File: src/rtl/input_conditioner_if.sv
// -----------------------------------------------------------------------------
// input_conditioner_if
// Groups the button/switch inputs and the conditioned event outputs of
// input_conditioner.
//   confirm_raw   : raw confirm button, asynchronous, high = pressed
//   back_raw      : raw back/cancel button, asynchronous, high = pressed
//   sw_raw[2:0]   : raw mode-select switches, asynchronous
//   mode_lock     : synchronous, high freezes mode_select
//   confirm_pulse : one-cycle pulse per accepted confirm press
//   back_pulse    : one-cycle pulse per accepted back press
//   long_press    : one-cycle pulse when confirm has been held long enough
//   mode_select   : debounced, registered switch value
//   mode_changed  : one-cycle pulse when mode_select takes a new value
// master = the side driving the raw inputs; slave = the conditioner itself.
// -----------------------------------------------------------------------------
interface input_conditioner_if;
  logic       confirm_raw;
  logic       back_raw;
  logic [2:0] sw_raw;
  logic       mode_lock;
  logic       confirm_pulse;
  logic       back_pulse;
  logic       long_press;
  logic [2:0] mode_select;
  logic       mode_changed;

  modport master (
    output confirm_raw, back_raw, sw_raw, mode_lock,
    input  confirm_pulse, back_pulse, long_press, mode_select, mode_changed
  );

  modport slave (
    input  confirm_raw, back_raw, sw_raw, mode_lock,
    output confirm_pulse, back_pulse, long_press, mode_select, mode_changed
  );
endinterface

File: src/rtl/input_conditioner.sv
// -----------------------------------------------------------------------------
// input_conditioner
// Synchronizes and debounces two push buttons (confirm, back) and a 3-bit
// mode switch group. Buttons produce one-cycle press pulses; confirm also
// produces a one-shot long_press after being held LONG_PRESS_CYCLES.
// The switch group loads mode_select once stable, unless mode_lock holds it.
// Ports:
//   clk   : system clock
//   rst_n : asynchronous active-low reset
//   bus   : input_conditioner_if.slave (raw inputs, conditioned outputs)
// -----------------------------------------------------------------------------
module input_conditioner #(
  parameter int unsigned DEBOUNCE_CYCLES   = 1000000,
  parameter int unsigned LONG_PRESS_CYCLES = 100000000
) (
  input logic                clk,
  input logic                rst_n,
  input_conditioner_if.slave bus
);

  // Counter value on which the next mismatching cycle completes the window.
  localparam logic [23:0] DEB_LAST  = 24'(DEBOUNCE_CYCLES - 1);
  // Switch counter value marking a qualified candidate held back by mode_lock.
  localparam logic [23:0] DEB_FULL  = 24'(DEBOUNCE_CYCLES);
  localparam logic [31:0] LONG_LAST = 32'(LONG_PRESS_CYCLES - 1);
  localparam logic [31:0] HOLD_MAX  = 32'hFFFF_FFFF;

  // Raw bit order: [0] confirm, [1] back, [4:2] switches.
  logic [4:0]       raw_s;
  logic [4:0]       meta_r;
  logic [4:0]       sync_r;
  logic [1:0]       btn_sync_s;
  logic [2:0]       sw_sync_s;

  logic [1:0]       btn_stable_r;
  logic [1:0]       btn_stable_s;
  logic [1:0][23:0] btn_cnt_r;
  logic [1:0][23:0] btn_cnt_s;
  logic [1:0]       btn_rise_s;

  logic [31:0]      hold_cnt_r;
  logic [31:0]      hold_cnt_s;
  logic             long_fire_s;

  logic [2:0]       sw_cand_r;
  logic [2:0]       sw_cand_s;
  logic [23:0]      sw_cnt_r;
  logic [23:0]      sw_cnt_s;
  logic [2:0]       mode_s;
  logic             mode_chg_s;

  logic             confirm_pulse_r;
  logic             back_pulse_r;
  logic             long_press_r;
  logic [2:0]       mode_select_r;
  logic             mode_changed_r;

  assign raw_s      = {bus.sw_raw, bus.back_raw, bus.confirm_raw};
  assign btn_sync_s = sync_r[1:0];
  assign sw_sync_s  = sync_r[4:2];

  // Two-flop synchronizer for every asynchronous input bit.
  always_ff @(posedge clk or negedge rst_n) begin
    if (!rst_n) begin
      meta_r <= 5'd0;
      sync_r <= 5'd0;
    end else begin
      meta_r <= raw_s;
      sync_r <= meta_r;
    end
  end

  // Button debounce: count mismatching cycles, toggle the stable state when
  // the window completes; a rising toggle is a press.
  always_comb begin
    btn_stable_s = btn_stable_r;
    btn_cnt_s    = btn_cnt_r;
    btn_rise_s   = 2'b00;
    for (int i = 0; i < 2; i++) begin
      if (btn_sync_s[i] == btn_stable_r[i]) begin
        btn_cnt_s[i] = 24'd0;
      end else if (btn_cnt_r[i] == DEB_LAST) begin
        btn_stable_s[i] = ~btn_stable_r[i];
        btn_cnt_s[i]    = 24'd0;
        btn_rise_s[i]   = ~btn_stable_r[i];
      end else begin
        btn_cnt_s[i] = btn_cnt_r[i] + 24'd1;
      end
    end
  end

  // Confirm hold timer: restarts on each accepted press, counts while held,
  // saturates; long_press fires only on the step onto LONG_PRESS_CYCLES, so
  // it cannot repeat before a fresh press clears the counter.
  always_comb begin
    hold_cnt_s  = hold_cnt_r;
    long_fire_s = 1'b0;
    if (btn_rise_s[0]) begin
      hold_cnt_s = 32'd0;
    end else if (btn_stable_r[0] && (hold_cnt_r != HOLD_MAX)) begin
      hold_cnt_s  = hold_cnt_r + 32'd1;
      long_fire_s = (hold_cnt_r == LONG_LAST);
    end else begin
      hold_cnt_s = hold_cnt_r;
    end
  end

  // Switch-group debounce. A vector change captures a new candidate and
  // counts that cycle as its first stable one. A qualified candidate waiting
  // on mode_lock parks its counter at DEB_FULL until the lock drops.
  always_comb begin
    sw_cand_s  = sw_cand_r;
    sw_cnt_s   = sw_cnt_r;
    mode_s     = mode_select_r;
    mode_chg_s = 1'b0;
    if (sw_sync_s != sw_cand_r) begin
      sw_cand_s = sw_sync_s;
      sw_cnt_s  = 24'd1;
    end else if (sw_cand_r == mode_select_r) begin
      sw_cnt_s = 24'd0;
    end else if (sw_cnt_r >= DEB_LAST) begin
      if (!bus.mode_lock) begin
        mode_s     = sw_cand_r;
        mode_chg_s = 1'b1;
        sw_cnt_s   = 24'd0;
      end else begin
        sw_cnt_s = DEB_FULL;
      end
    end else begin
      sw_cnt_s = sw_cnt_r + 24'd1;
    end
  end

  // State and registered outputs. A simultaneous back press wins over confirm.
  always_ff @(posedge clk or negedge rst_n) begin
    if (!rst_n) begin
      btn_stable_r    <= 2'b00;
      btn_cnt_r       <= '0;
      hold_cnt_r      <= 32'd0;
      sw_cand_r       <= 3'd0;
      sw_cnt_r        <= 24'd0;
      confirm_pulse_r <= 1'b0;
      back_pulse_r    <= 1'b0;
      long_press_r    <= 1'b0;
      mode_select_r   <= 3'd0;
      mode_changed_r  <= 1'b0;
    end else begin
      btn_stable_r    <= btn_stable_s;
      btn_cnt_r       <= btn_cnt_s;
      hold_cnt_r      <= hold_cnt_s;
      sw_cand_r       <= sw_cand_s;
      sw_cnt_r        <= sw_cnt_s;
      confirm_pulse_r <= btn_rise_s[0] & ~btn_rise_s[1];
      back_pulse_r    <= btn_rise_s[1];
      long_press_r    <= long_fire_s;
      mode_select_r   <= mode_s;
      mode_changed_r  <= mode_chg_s;
    end
  end

  assign bus.confirm_pulse = confirm_pulse_r;
  assign bus.back_pulse    = back_pulse_r;
  assign bus.long_press    = long_press_r;
  assign bus.mode_select   = mode_select_r;
  assign bus.mode_changed  = mode_changed_r;

endmodule

File: src/flat_wrapper.sv
// flat-port wrapper written by rule: the top's interface ports become plain ports
module input_conditioner_flat 
#(
  parameter int unsigned DEBOUNCE_CYCLES   = 1000000,
  parameter int unsigned LONG_PRESS_CYCLES = 100000000
)
  (clk, rst_n, bus_confirm_raw, bus_back_raw, bus_sw_raw, bus_mode_lock, bus_confirm_pulse, bus_back_pulse, bus_long_press, bus_mode_select, bus_mode_changed);
  input_conditioner_if bus_i ();
  input logic clk;
  input logic rst_n;
  input wire logic [$bits(bus_i.confirm_raw)-1:0] bus_confirm_raw;
  input wire logic [$bits(bus_i.back_raw)-1:0] bus_back_raw;
  input wire logic [$bits(bus_i.sw_raw)-1:0] bus_sw_raw;
  input wire logic [$bits(bus_i.mode_lock)-1:0] bus_mode_lock;
  output wire logic [$bits(bus_i.confirm_pulse)-1:0] bus_confirm_pulse;
  output wire logic [$bits(bus_i.back_pulse)-1:0] bus_back_pulse;
  output wire logic [$bits(bus_i.long_press)-1:0] bus_long_press;
  output wire logic [$bits(bus_i.mode_select)-1:0] bus_mode_select;
  output wire logic [$bits(bus_i.mode_changed)-1:0] bus_mode_changed;
  assign bus_i.confirm_raw = bus_confirm_raw;
  assign bus_i.back_raw = bus_back_raw;
  assign bus_i.sw_raw = bus_sw_raw;
  assign bus_i.mode_lock = bus_mode_lock;
  assign bus_confirm_pulse = bus_i.confirm_pulse;
  assign bus_back_pulse = bus_i.back_pulse;
  assign bus_long_press = bus_i.long_press;
  assign bus_mode_select = bus_i.mode_select;
  assign bus_mode_changed = bus_i.mode_changed;
  input_conditioner #(.DEBOUNCE_CYCLES(DEBOUNCE_CYCLES), .LONG_PRESS_CYCLES(LONG_PRESS_CYCLES)) u_core (.clk(clk), .rst_n(rst_n), .bus(bus_i));
endmodule
File: config.mk
export PLATFORM = sky130hd
export DESIGN_NAME = input_conditioner_flat
export DESIGN_NICKNAME = d
export VERILOG_FILES = /design/src/rtl/input_conditioner_if.sv /design/src/rtl/input_conditioner.sv /design/src/flat_wrapper.sv
export SDC_FILE = /design/constraint.sdc
export NUM_CORES = 1
export LEC_CHECK = 0
export ABC_AREA = 0
export CAP_MARGIN = 20
export CORE_MARGIN = 5
export CORE_UTILIZATION = 45
export DETAILED_ROUTE_END_ITERATION = 6
export PLACE_DENSITY = 0.72
export SLEW_MARGIN = 20
export SYNTH_ARGS = -nofsm -noshare
export SYNTH_HDL_FRONTEND = slang
export SYNTH_SLANG_ARGS = --single-unit
File: constraint.sdc
create_clock -name clk -period 3.1 [get_ports clk]
set_input_delay 0.62 -clock clk [delete_from_list [all_inputs] [get_ports clk]]
set_output_delay 0.62 -clock clk [all_outputs]
set_load 0.05 [all_outputs]
==> flow_summary_export.csv <==
group,metric,value,unit
detailed_routing,drt-pass1-iter-count,7,
floorplan,die_area,15840,um^2
setup_path,start_kind,"flop",
status,status,"finished, violations left",
synth,avgSynthCellArea,9.871,um^2
clock_tree,post-cts-setup-buffers,0,
sta,rsz0062_at_grt,"false",
setup_path,required,3.40,ns
clock_tree,insertion_delay,0.42,ns
placement,hpwl,8.097,mm
grt,antenna_found_initial,0,
clock_tree,cts_buffers,17,
placement,gp_congestion,0.8846,
detailed_routing,via_per_inst,5.591,
setup_path,path_delay_family,"simple AND/OR/NAND/NOR gates",
setup_path,crit_buf_inv,0,
clock_tree,hold_buffers,0,
synth,ys_ff_latch,126,
flow_run,cap_violations,0,
grt,overflow,0,
clock_tree,ctsLongestPathBuffers,2,
setup_path,arrival,2.82,ns
sta,timing.setup.tns,0,ns
floorplan,die-height,125.9,um
detailed_routing,wire_per_inst,14.85,um
power,irDropWorstVdd,0.4877,mV
floorplan,io_pins,15,
cells_and_area,fin_nets,652,
grt,grt_pass1_vias,4644,
setup_path,endpoint_kind,"flop",
floorplan,core,13190,um^2
sta,finalHoldViolCount,0,
grt,grt_use_total,16.24,%
setup_path,path_class,"reg -> reg",
clock_tree,clock-sinks,126,
cells_and_area,syn_to_final_growth,16.57,%
cells_and_area,multi_input_area,2784,um^2
synth,synth_warnings,0,
setup_path,slowest_stage,"or4_1",
synth,synthFlopType,"dfrtp_1",
floorplan,die_w,125.9,um
cells_and_area,regArea,3153,um^2
detailed_routing,met1_length,5.497,mm
grt,grt_pass1_wl,21.47,mm
cells_and_area,fillers,1131,
power,leakagePower,2.856,nW
power,p_per_area,571.4,nW/um^2
clock_tree,cts_tree,"done",
sta,final.setup_skew,0.009838,ns
detailed_routing,drtAntennaViolNets,0,
detailed_routing,top_layer,"met4",
synth,ys_types,45,
sta,fin_crit,2.515,ns
synth,async_flop_share,100.0,%
detailed_routing,met3_wirelength,495,um
sta,setup-violations-final,0,
detailed_routing,drtIter0Drc,402,
clock_tree,post_cts_resized,0,
sta,slew_headroom,47.59,%
sta,slew_viol_final,0,
cells_and_area,final_util,53.39,%
floorplan,std_cell_rows,42,
setup_path,crit_fanout,4,
sta,post-route-period-util,81.14,%
setup_path,slowest_delay,0.60,ns
detailed_routing,met2_length,6.100,mm
clock_tree,path_clk_slew,0.06,ns
status,violations,"DRC",
synth,ys_seq_area_share,52.20,%
detailed_routing,drc,2,
clock_tree,htree_levels,4,
synth,syn_inst,612,
floorplan,initial_utilization,45.80,%
grt,grt_max_degree,56,
placement,io_buffer_count,14,
detailed_routing,wirelength,12.29,mm
hold_path,hp-class,"in -> async",
sta,fmax,397.6,MHz
detailed_routing,num_vias,4629,
cells_and_area,antennaDiodeCount,0,
cells_and_area,drive_above_1_share,7.822,%
setup_path,path_cells,"nor4_1 > nand2b_1 > or4_1 > a211oi_1 > mux2_2",
synth,synth_edf_count,0,
sta,worst_pin_slew,0.7843,ns
synth,syn_area,6041,um^2
clock_tree,cts-root-buf,"clkbuf_16",
==> cell families (layout without fill, tap and decap cells) <==
logic type | Yosys count | after routing | synth area share (%)
muxes | 9 | 9 | 1.595
xor gates and xnor gates | 81 | 81 | 11.74
and+or+nand+nor | 311 | 311 | 26.41
adders and majority gates | 4 | 4 | 0.8285
other | 1 | 4 | 0.06208
buffers and inverters | 30 | 67 | 1.905
DFF | 126 | 126 | 52.20
AOI/OAI and AO/OA | 50 | 50 | 5.261
==> cell type report <==
cell class | instances | share of cell area, %
multi-input combinational | 459 | 39.53
clock buffer | 22 | 6.876
clock inverter | 9 | 1.901
tap | 176 | 3.127
sequential | 126 | 44.78
inverter | 13 | 0.6930
timing repair buffer | 23 | 3.092
==> layer usage <==
metal  up-vias  GRT usage [%]
met4         0          7.445
li1       2220              -
met5         -              0
met1      2269          20.71
met2       122          26.40
met3        18          3.810
==> report_power, final <==
group	internal (mW)	total (mW)	switching, mW
Sequential	1.69	1.73	0.0380
Combinational	0.0844	0.235	0.151
Clock	1.34	2.06	0.718
Total	3.12	4.02	0.907
==> metrics by stage <==
step | power [mW] | setup WS, ns | area, um^2 | hold slack, ns | instances
6_report | 4.023 | 0.5847 | 7042 | 0.2568 | 828
2_1_floorplan | 1.887 | 0.8094 | 6052 | 0.3244 | 615
4_1_cts | 4.060 | 0.6029 | 7042 | 0.2778 | 828
3_5_place_dp | 1.992 | 0.6173 | 6424 | 0.3347 | 797
5_1_grt | 4.160 | 0.4536 | 7042 | 0.3198 | 828
3_3_place_gp | 1.984 | 0.6921 | 6424 | 0.3317 | 797
==> registers in the layout, indices dropped and copies added, names as in the netlist <==
| signal | flops |
|---|---|
| u_core.bus.long_press | 1 |
| u_core.bus.mode_select | 3 |
| u_core.sw_cand_r | 3 |
| u_core.btn_stable_r | 2 |
| u_core.bus.mode_changed | 1 |
| u_core.btn_cnt_r | 48 |
| u_core.bus.confirm_pulse | 1 |
| u_core.sync_r | 5 |
| u_core.sw_cnt_r | 24 |
| u_core.hold_cnt_r | 32 |
| u_core.meta_r | 5 |
| u_core.bus.back_pulse | 1 |
==> cell usage in the layout (no fill, tap or decap), types with 2 or more instances in the layout <==
cell               n
ha_1               4
nor3_1            23
a21oi_1           15
nor4_1            17
and4_1             7
buf_4              9
clkdlybuf4s50_1   13
a2111oi_0          2
clkbuf_16         17
o21ai_0           10
and3_1            15
nor4b_1            3
mux2i_1            4
a211oi_1          13
clkbuf_8           4
conb_1             4
o31ai_1            6
inv_1             13
dfrtp_1          126
and2_1             4
xor2_1            39
xnor2_1           42
nor2b_1            2
nand2b_1           5
nand3_1           38
nand4_1           28
nand2_1           42
mux2_2             5
bufinv_16          3
or3_1             10
nor2_1            96
clkinvlp_4         4
or4_1             11
==> cell usage after synthesis (2+ instances only) <==
library cell	count	area (um^2)
a2111oi_0	2	17.52
a211oi_1	13	97.59
a21oi_1	15	75.07
and2_1	4	25.02
and3_1	15	93.84
and4_1	7	61.31
clkbuf_1	14	52.55
dfrtp_1	126	3153
ha_1	4	50.05
inv_1	13	48.80
mux2_2	5	56.30
mux2i_1	4	40.04
nand2_1	42	157.7
nand2b_1	5	31.28
nand3_1	38	190.2
nand4_1	28	175.2
nor2_1	96	360.4
nor2b_1	2	12.51
nor3_1	23	115.1
nor4_1	17	106.4
nor4b_1	3	26.28
o21ai_0	10	50.05
o31ai_1	6	45.04
or3_1	10	62.56
or4_1	11	82.58
xnor2_1	42	367.9
xor2_1	39	341.6
==> worst reg2reg max path, cell delays in order (launching register included) <==
cell	delay (ns)
dfrtp_1	0.41
nor4_1	0.42
nand2b_1	0.13
or4_1	0.60
a211oi_1	0.45
mux2_2	0.39
==> worst paths after layout <==
kind                                          start                        end  slack, ns  cells after the start
worst min register to register     u_core.meta_r[4]           u_core.sync_r[4]       0.34                      0
worst max register to register  u_core.sw_cnt_r[12]  u_core.bus.mode_select[0]       0.58                      5
worst min-delay path                          rst_n           u_core.sync_r[4]       0.26                      1
min in group clk                   u_core.meta_r[4]           u_core.sync_r[4]       0.34                      0
worst max-delay path            u_core.sw_cnt_r[12]  u_core.bus.mode_select[0]       0.58                      5
max in group asynchronous                     rst_n       u_core.hold_cnt_r[9]       2.14                      2
No activity file was read; power rests on OpenSTA's default activity.
